`src/rtl/harmonic_sequencer.sv`:
```
// Time-multiplexes one shared harmonic engine over NUM_HARM harmonics of the current note
// and emits one saturated 16-bit sample per rising edge of generate_next_sample.
module harmonic_sequencer #(
  parameter int NUM_HARM = 3,
  parameter int TIMEOUT  = 64
) (
  input  logic                    clk,
  input  logic                    reset,
  input  logic                    play_enable,
  input  logic                    note_done,
  input  logic                    generate_next_sample,
  input  logic [19:0]             step_size,
  input  logic [2*NUM_HARM-1:0]   weights,
  output logic                    h_start,
  output logic [1:0]              h_index,
  output logic [19:0]             h_step_size,
  output logic [1:0]              h_weight,
  output logic                    h_clear,
  input  logic signed [15:0]      h_sample,
  input  logic                    h_valid,
  output logic signed [15:0]      sample_out,
  output logic                    sample_ready,
  output logic                    busy,
  output logic                    overrun
);

  localparam int            TW     = $clog2(TIMEOUT) + 1;
  localparam logic [TW-1:0] T_LAST = TW'(TIMEOUT - 1);
  localparam logic [1:0]    K_LAST = 2'(NUM_HARM - 1);

  typedef enum logic [1:0] {IDLE, ISSUE, WAIT, DONE} state_t;

  state_t                 state;
  logic                   gen_q;
  logic                   trigger;
  logic                   silent;
  logic                   adv;
  logic signed [17:0]     acc;
  logic [1:0]             k;
  logic [1:0]             nxt_k;
  logic [1:0]             cur_w;
  logic [1:0]             nxt_w;
  logic [19:0]            step_q;
  logic [2*NUM_HARM-1:0]  w_q;
  logic [7:0]             w_pad;
  logic [TW-1:0]          tcnt;

  function automatic logic [19:0] sat_add(input logic [19:0] a, input logic [19:0] b);
    logic [20:0] s;
    s = {1'b0, a} + {1'b0, b};
    return s[20] ? 20'hFFFFF : s[19:0];
  endfunction

  function automatic logic signed [15:0] clamp16(input logic signed [17:0] a);
    if (a > 18'sd32767)       return 16'sh7FFF;
    else if (a < -18'sd32768) return 16'sh8000;
    else                      return a[15:0];
  endfunction

  assign trigger = generate_next_sample & ~gen_q;
  assign busy    = (state != IDLE);
  assign nxt_k   = k + 2'd1;

  // Unused slots read as muted so the weight lookup never indexes past the latch.
  always_comb begin
    w_pad = '1;
    w_pad[2*NUM_HARM-1:0] = w_q;
  end

  assign cur_w = w_pad[{k, 1'b0} +: 2];
  assign nxt_w = w_pad[{nxt_k, 1'b0} +: 2];

  always_comb begin
    adv = 1'b0;
    if (play_enable) begin
      if (state == ISSUE)     adv = (cur_w == 2'd3);
      else if (state == WAIT) adv = h_valid || (tcnt == T_LAST);
    end
  end

  always_ff @(posedge clk or negedge reset) begin
    if (!reset) begin
      state        <= IDLE;
      gen_q        <= 1'b0;
      silent       <= 1'b0;
      acc          <= '0;
      k            <= '0;
      step_q       <= '0;
      w_q          <= '0;
      tcnt         <= '0;
      h_start      <= 1'b0;
      h_index      <= '0;
      h_step_size  <= '0;
      h_weight     <= '0;
      h_clear      <= 1'b0;
      sample_out   <= '0;
      sample_ready <= 1'b0;
      overrun      <= 1'b0;
    end else begin
      gen_q        <= generate_next_sample;
      h_start      <= 1'b0;
      h_clear      <= 1'b0;
      sample_ready <= 1'b0;
      overrun      <= trigger & (state != IDLE);

      case (state)
        IDLE: begin
          if (trigger) begin
            step_q      <= step_size;
            w_q         <= weights;
            acc         <= '0;
            k           <= '0;
            h_step_size <= step_size;
            silent      <= note_done | ~play_enable;
            if (note_done) begin
              h_clear <= 1'b1;
              state   <= DONE;
            end else if (!play_enable) begin
              state <= DONE;
            end else begin
              // The request is raised on entry so it is visible during ISSUE itself.
              h_index  <= '0;
              h_weight <= weights[1:0];
              h_start  <= (weights[1:0] != 2'd3);
              state    <= ISSUE;
            end
          end
        end
        ISSUE: begin
          if (!play_enable) begin
            silent <= 1'b1;
            state  <= DONE;
          end else if (cur_w != 2'd3) begin
            tcnt  <= '0;
            state <= WAIT;
          end
        end
        WAIT: begin
          if (!play_enable) begin
            silent <= 1'b1;
            state  <= DONE;
          end else if (h_valid) begin
            acc <= acc + {{2{h_sample[15]}}, h_sample};
          end else if (tcnt != T_LAST) begin
            tcnt <= tcnt + 1'b1;
          end
        end
        DONE: begin
          sample_out   <= silent ? 16'sd0 : clamp16(acc);
          sample_ready <= 1'b1;
          state        <= IDLE;
        end
        default: state <= IDLE;
      endcase

      // Step to the next harmonic; the step keeps growing even across muted slots.
      if (adv) begin
        if (k == K_LAST) begin
          state <= DONE;
        end else begin
          k           <= nxt_k;
          h_index     <= nxt_k;
          h_weight    <= nxt_w;
          h_step_size <= sat_add(h_step_size, step_q);
          h_start     <= (nxt_w != 2'd3);
          state       <= ISSUE;
        end
      end
    end
  end

endmodule

```
`config.mk`:
```
export PLATFORM = sky130hd
export DESIGN_NAME = harmonic_sequencer
export DESIGN_NICKNAME = d
export VERILOG_FILES = /design/src/rtl/harmonic_sequencer.sv
export SDC_FILE = /design/constraint.sdc
export NUM_CORES = 1
export LEC_CHECK = 0
export ABC_AREA = 1
export BUFFER_PORTS_ARGS = -buffer_cell sky130_fd_sc_hd__buf_2
export CAP_MARGIN = 20
export CELL_PAD_IN_SITES_DETAIL_PLACEMENT = 1
export CELL_PAD_IN_SITES_GLOBAL_PLACEMENT = 1
export CORE_MARGIN = 4
export CORE_UTILIZATION = 38
export DETAILED_ROUTE_END_ITERATION = 10
export PLACE_DENSITY_LB_ADDON = 0.1
export SETUP_SLACK_MARGIN = 0.4
export SYNTH_ARGS = -nofsm -noshare
export SYNTH_HDL_FRONTEND = slang
export SYNTH_SLANG_ARGS = --single-unit
export TNS_END_PERCENT = 100
```
`constraint.sdc`:
```
create_clock -name clk -period 1.9 [get_ports clk]
set_input_delay 0.285 -clock clk [delete_from_list [all_inputs] [get_ports clk]]
set_output_delay 0.285 -clock clk [all_outputs]
set_load 0.02 [all_outputs]
```
==> results of run 1 <==
-- cell usage in the layout, fill, tap and decap left out, types with 32 or more instances in the layout --
cell type | Yosys | final
buf_2 | 2 | 89
buf_4 | 0 | 86
dfrtp_1 | 101 | 97
inv_1 | 118 | 107
nand2_1 | 318 | 223
nand2_2 | 2 | 64
nand2_4 | 1 | 32
nand3_1 | 58 | 41
nor2_1 | 94 | 75
-- power groups by stage --
stage	sequential (mW)	clock, mW	combinational, mW
floorplan	4.21	0	6.38
global placement	3.80	0	10.1
detailed placement	3.83	0	10.4
CTS	3.87	2.05	12.2
global route	4.07	2.15	15.3
finish	3.97	2.05	14.1
-- metrics by stage --
| step | setup TNS [ns] | std cells |
|---|---|---|
| 3_3_place_gp | -0.205 | 1316 |
| 2_1_floorplan | -1.00 | 950 |
| 4_1_cts | -0.803 | 1379 |
| 5_1_grt | -10.27 | 1403 |
| 6_report | -4.57 | 1403 |
| 3_5_place_dp | -1.23 | 1316 |
-- repair_timing --
item,in CTS,in global routing
hold buffers,1,0
setup endpoints to repair,95,92
setup buffers,38,22
gates cloned,8,2
gates resized for setup,174,155
endpoints found under the hold margin,28,0
pin swaps,50,36
-- logic make-up after synthesis --
group	Yosys count	share of synthesized area [%]
AND/OR/NAND/NOR	525	33.6
buffers and inverters	141	8.42
AO/OA/AOI/OAI	125	10.1
flip-flops	101	37.5
adder cells (fa/ha/maj)	46	8.77
XOR/XNOR	12	1.56
-- sequential cells by signal (all words and copies together), names as in the netlist, named ones only --
register,flops
h_step_size,20
step_q,20
acc,18
sample_out,16
tcnt,7
w_q,6
h_index,2
h_weight,2
state,2
gen_q,1
h_clear,1
h_start,1
k,1
overrun,1
sample_ready,1
silent,1
-- how the worst max path moves through the flow --
stage	end	slack, ns
3_3_place_gp	h_step_size[14]$_DFF_PN0_	-0.1
4_1_cts	h_step_size[12]$_DFF_PN0_	-0.06
6_report	h_step_size[17]$_DFF_PN0_	-0.21
5_1_grt	h_step_size[14]$_DFF_PN0_	-0.30
3_5_place_dp	h_step_size[14]$_DFF_PN0_	-0.13
2_1_floorplan	h_step_size[6]$_DFF_PN0_	-0.10
-- area by class of cell --
cell class              count  area (um^2)  share of cell area, %
multi-input cells         708         4960                   47.0
flip-flops and latches    101         2530                   24.0
repair buffers            228         1930                   18.3
inverters                 124          524                   4.97
well taps                 225          282                   2.67
clock buffers               9          225                   2.13
clock inverters             7         93.8                  0.889
repair inverters            1         11.3                  0.107
-- worst reg2reg max path, delay by kind of cell, from the launching register on --
family / cells / cell delay (ns)
buffers and inverters: 2 / 0.26
and+or+nand+nor: 10 / 1.05
adders and majority gates: 1 / 0.28
DFF: 1 / 0.42
-- layer usage --
| layer | track usage (%) | share of wire, % | wire length [um] |
|---|---|---|---|
| met5 | 0 | 0 | 0 |
| met4 | 9.03 | 4.2 | 1180 |
| met1 | 28.9 | 38 | 10700 |
| met3 | 3.02 | 2.6 | 745 |
| met2 | 48.0 | 55 | 15600 |
==> qor.txt, run 1 <==
antenna viol nets, final = 0
first-pass GRT wire length = 40.0 mm
Initial DRT Pass Iterations = 4
Setup crit end kind = flop
f_max = 0.474 GHz
n_diodes = 0
Slowest cell on crit path = dfrtp_1
post-synthesis sequential area ratio = 37.5%
Clock Latency Late Sink = 0.38 ns
RSZ-0062 raised after global routing = true
core area = 0.0174 mm^2
Min-Delay Path Class = input pin to flop
slew margin rel. = 63.5%
CP startpoint = h_step_size[9]$_DFF_PN0_
mean post-synth cell area = 7.09 um^2
Syn Inst Count = 950
vias per inst = 5.26
R2R setup slack = -0.21 ns
Clock Root Buffer = clkbuf_16
CP arrival = 2.38 ns
Worst Min Path Start = generate_next_sample
worst r2r src = h_step_size[9]$_DFF_PN0_
Pwr per Cell Area = 1910 mW/mm^2
share of the synthesized area in the top cell type = 37.5%
vias in the first global route = 7649
CP Class = flop to flop
asr flop ratio synth = 100%
final worst path period share = 111%
Core Util, Final = 60.8%
Net Switching = 10.1 mW
grt total ovfl = 0
Min-Delay Endpoint = gen_q$_DFF_PN0_
hold path depth = 1
Ports = 93
Post-Syn Area = 0.00674 mm^2
critical path depth = 13
Initial Utilization = 38.8%
Mapped Nets = 1044
CTS tree = yes
top cells by count, synth = 318 x nand2_1, 118 x inv_1, 101 x dfrtp_1
Synth cell types = 38
worst setup margin = -0.210 ns
pre-CTS setup slack = -0.125 ns
switching part of the total power = 49.9%
Worst-Margin Slew = 0.545 ns
Slew Limit Fails = 0
largest net degree at the start of global routing = 34
status = finished with violations
deepest clock path buffer count = 2
DR WL/cell = 20.2 um
leakage power figure = 5.47 nW
setup violators final = 45
Seq pwr share = 19.7%
Post-synth EDFFs = 0
Main synth FF type = dfrtp_1
Filler Cells Inserted = 2100
Yosys reg bits = 101
final wirelength = 28.3 mm
max cap viols = 0
post-DP HPWL = 16.4 mm
PortBufs = 92
chip width = 141 um
Max stage delay on crit path = 0.42 ns
Post-route DRC = 0
crit-path leading delay family = simple AND/OR/NAND/NOR gates
total track usage = 25.3%
CTS clk-pin slew, worst paths = 0.09 ns
clock sinks = 101
Final min period = 2.11 ns
endpoints failing hold = 0
Fin Clk Skew = 0.0166 ns
Critical Path Fanout Max = 7
share of layout cells above drive strength 1 = 44.0%
Reg2Reg Depth = 13
failing checks = negative setup slack
Buf+Inv Stages, Crit Path = 2
hold slack = 0.0354 ns
Iter 0 DRT Violations = 298
R2R Path End = h_step_size[17]$_DFF_PN0_
YS warnings = 0
full die area = 0.0199 mm^2
leading area contributor after synthesis = dfrtp_1
Layout Nets = 1267
part of the power in combinational logic = 70.1%
H-tree depth = 3
cell mode on critical path = nand2_1
most common cell in the netlist = nand2_1
die height = 141 um
clock share of power = 10.2%
Cell Chain, Critical Path = ha_4 -> nand2_1 -> nand2_1 -> nand2_1 -> nand2_1 -> inv_1 -> nand2_1 -> nand2_1 -> nand2_1 -> nor2_4 -> inv_1 -> nor2_2 -> nor2_1
Finished Cell Area = 0.0106 mm^2
Critical Path Source Type = flop
CP required = 2.17 ns
placement-stage cell area = 0.00837 mm^2
area delta synth->final = 56.7%
cts bufs inserted = 9
top cells by area, synth = dfrtp_1 38%, nand2_1 18%, ha_1 8.2%
initial antenna violation count = 0
total power = 20.1 mW
row count = 48
Peak VDD IR = 0.890 mV
Int Pwr = 10.1 mW
Placer Congestion = 0.844
DR vias = 7382
Note: power is estimated with default switching activity, not from simulation.
==> run 2: changes to the inputs <==
--- a/config.mk
+++ b/config.mk
@@ -8,12 +8,11 @@
 export ABC_AREA = 1
 export BUFFER_PORTS_ARGS = -buffer_cell sky130_fd_sc_hd__buf_2
 export CAP_MARGIN = 20
-export CELL_PAD_IN_SITES_DETAIL_PLACEMENT = 1
-export CELL_PAD_IN_SITES_GLOBAL_PLACEMENT = 1
 export CORE_MARGIN = 4
-export CORE_UTILIZATION = 38
+export CORE_UTILIZATION = 45
 export DETAILED_ROUTE_END_ITERATION = 10
-export PLACE_DENSITY_LB_ADDON = 0.1
+export HOLD_SLACK_MARGIN = 0.08
+export PLACE_DENSITY = 0.63
 export SETUP_SLACK_MARGIN = 0.4
 export SYNTH_ARGS = -nofsm -noshare
 export SYNTH_HDL_FRONTEND = slang
==> run 2 against run 1 <==
  * The flow still finishes with violations (negative setup slack)
  * Routed wire length decreased by 26%
  * Worst hold slack improved by 0.084 ns
  * Global-route usage decreased by 1.1 points
  * Via count decreased by 6.5%
  * Clock-buffer cell count increased by 2
  * Utilization increased by 8.6 points
  * Sequential cell count unchanged
==> qor.txt, run 2 (same netlist as run 1, synthesis figures left out) <==
Max stage delay on crit path = 0.42 ns (about the same)
most common cell after layout, fill and taps aside = nand2_1 (unchanged)
cts bufs inserted = 9 (unchanged)
Critical Path Fanout Max = 7 (unchanged)
n_diodes = 0 (unchanged)
die height = 130 um (was 141 um)
slew margin rel. = 75.8% (was 63.5%)
crit-path leading delay family = simple AND/OR/NAND/NOR gates (unchanged)
placement-stage cell area = 0.00820 mm^2 (was 0.00837 mm^2)
RSZ-0062 raised after global routing = true (unchanged)
DR WL/cell = 15.5 um (was 20.2 um)
status = finished with violations (unchanged)
hold slack = 0.120 ns (was 0.0354 ns)
Clock Root Buffer = clkbuf_16 (unchanged)
Ports = 93 (unchanged)
largest net degree at the start of global routing = 37 (was 34)
met3 wire len = 784 um (was 745 um)
Fin Clk Skew = 0.0126 ns (was 0.0166 ns)
Cell Chain, Critical Path = ha_4 -> fa_2 -> nand3_2 -> nand3_2 -> nand2_2 -> nand3_2 -> nand2_2 -> nand2_2 -> nand2_2 -> nand3_4 -> buf_12 -> nor2_4 -> nor2_1 (was ha_4 -> nand2_1 -> nand2_1 -> nand2_1 -> nand2_1 -> inv_1 -> nand2_1 -> nand2_1 -> nand2_1 -> nor2_4 -> inv_1 -> nor2_2 -> nor2_1)
Placer Congestion = 0.870 (was 0.844)
vias in the first global route = 6822 (was 7649)
final worst path period share = 106% (was 111%)
total track usage = 24.1% (was 25.3%)
Critical Path Source Type = flop (unchanged)
CP Class = flop to flop (unchanged)
cell mode on critical path = nand2_2 (was nand2_1)
Pwr per Cell Area = 1830 mW/mm^2 (was 1910 mW/mm^2)
clock sinks = 101 (unchanged)
endpoints failing hold = 0 (unchanged)
Min-Delay Path Class = input pin to flop (unchanged)
Slowest cell on crit path = dfrtp_1 (unchanged)
Clock Latency Late Sink = 0.36 ns (was 0.38 ns)
M1 wire length = 8.46 mm (was 10.7 mm)
deepest clock path buffer count = 2 (unchanged)
row count = 44 (was 48)
leakage power figure = 5.26 nW (was 5.47 nW)
setup TNS = -1.37 ns (was -4.57 ns)
Worst-Margin Slew = 0.362 ns (was 0.545 ns)
Layout Nets = 1249 (was 1267)
final wirelength = 20.8 mm (was 28.3 mm)
Initial Utilization = 46.2% (was 38.8%)
full die area = 0.0170 mm^2 (was 0.0199 mm^2)
Slew Limit Fails = 0 (unchanged)
initial antenna violation count = 0 (unchanged)
CP arrival = 2.26 ns (was 2.38 ns)
DR vias = 6901 (was 7382)
routed wl met2 = 11.2 mm (was 15.6 mm)
f_max = 0.498 GHz (was 0.474 GHz)
CP required = 2.16 ns (was 2.17 ns)
vias per inst = 5.13 (was 5.26)
Post-route DRC = 0 (unchanged)
first-pass GRT wire length = 32.5 mm (was 40.0 mm)
max cap viols = 0 (unchanged)
Peak VDD IR = 0.977 mV (was 0.890 mV)
dpl cells = 1260 (was 1316)
CTS tree = yes (unchanged)
most frequent cells in the layout = 240 x nand2_1, 106 x inv_1, 96 x dfrtp_1 (was 223 x nand2_1, 107 x inv_1, 97 x dfrtp_1)
biggest regs = h_step_size: 20 flops, step_q: 20 flops, acc: 18 flops (unchanged)
Finished Cell Area = 0.0101 mm^2 (was 0.0106 mm^2)
failing checks = negative setup slack (unchanged)
CTS clk-pin slew, worst paths = 0.08 ns (was 0.09 ns)
H-tree depth = 3 (unchanged)
Initial DRT Pass Iterations = 7 (was 4)
Setup crit end kind = flop (unchanged)
Final min period = 2.01 ns (was 2.11 ns)
Buf+Inv Stages, Crit Path = 1 (was 2)
chip width = 130 um (was 141 um)
post-DP HPWL = 13.4 mm (was 16.4 mm)
PortBufs = 92 (unchanged)
antenna viol nets, final = 0 (unchanged)
setup violators final = 15 (was 45)
Non-Filler Instances = 1344 (was 1403)
DR top layer = met4 (unchanged)
area delta synth->final = 50.3% (was 56.7%)
Iter 0 DRT Violations = 316 (was 298)
worst setup margin = -0.110 ns (was -0.210 ns)
share of layout cells above drive strength 1 = 40.2% (was 44.0%)
core area = 0.0146 mm^2 (was 0.0174 mm^2)
grt total ovfl = 0 (unchanged)
==> run 2: changes by cell type in the layout (fill, tap and decap cells not counted), sizes merged <==
cell         previous run  this run
bufinv                  1         0
dlygate4sd3             1         2
inv                   125       126
buf                   225       206
==> run 2: worst min-delay path: stages <==
cell     delay (ns)
buf_2          0.08
nand2_1        0.04
nand2_1        0.05
==> run 2: final cells by class <==
type / count / area [um^2]
Tap cell: 184 / 230
Timing Repair Buffer: 208 / 1750
Fill cell: 1176 / 4470
Timing Repair inverter: 3 / 38.8
Multi-Input combinational cell: 708 / 4750
Clock buffer: 11 / 253
Inverter: 124 / 524
Sequential cell: 101 / 2530
Clock inverter: 5 / 41.3
==> run 2: final timing paths <==
kind                                      startpoint                        end  slack (ns)  cells past startpoint
setup / recovery               step_q[0]$_DFFE_PN0P_  h_step_size[12]$_DFF_PN0_       -0.11                     13
hold / removal                            weights[3]         w_q[3]$_DFFE_PN0P_        0.12                      3
setup reg to reg               step_q[0]$_DFFE_PN0P_  h_step_size[12]$_DFF_PN0_       -0.11                     13
hold reg to reg            sample_out[8]$_DFFE_PN0P_  sample_out[8]$_DFFE_PN0P_        0.48                      2
max in group asynchronous                      reset       state[1]$_DFFE_PN0P_        1.00                      3
min in group asynchronous                      reset      h_weight[1]$_DFF_PN0_        0.35                      2
==> run 2: layer usage <==
layer | vias to the layer above | GRT usage (%)
met5 | - | 0
met4 | 0 | 5.99
met3 | 39 | 4.99
met2 | 124 | 45.4
met1 | 3301 | 27.9
li1 | 3437 | -
==> run 2: power breakdown <==
part | switching [mW] | internal (mW)
Sequential | 0.907 | 3.02
Clock | 0.871 | 0.977
Combinational | 7.15 | 5.57
==> run 2: per-stage QoR <==
| stage | setup WS [ns] | total power, mW | util [%] |
|---|---|---|---|
| floorplan | -0.100 | 10.6 | - |
| global placement | -0.0612 | 13.5 | 56.2 |
| detailed placement | -0.0837 | 13.5 | 56.2 |
| CTS | -0.0727 | 17.3 | 65.7 |
| global route | -0.215 | 19.9 | 69.4 |
| finish | -0.110 | 18.5 | 69.4 |
==> run 2: what timing repair did <==
item,in CTS,in global routing
endpoints found under the hold margin,19,0
cloned,11,0
pin swaps,45,42
buffers inserted,38,17
gates resized for setup,159,105
endpoints found under the setup margin,96,96
hold buffers,2,0
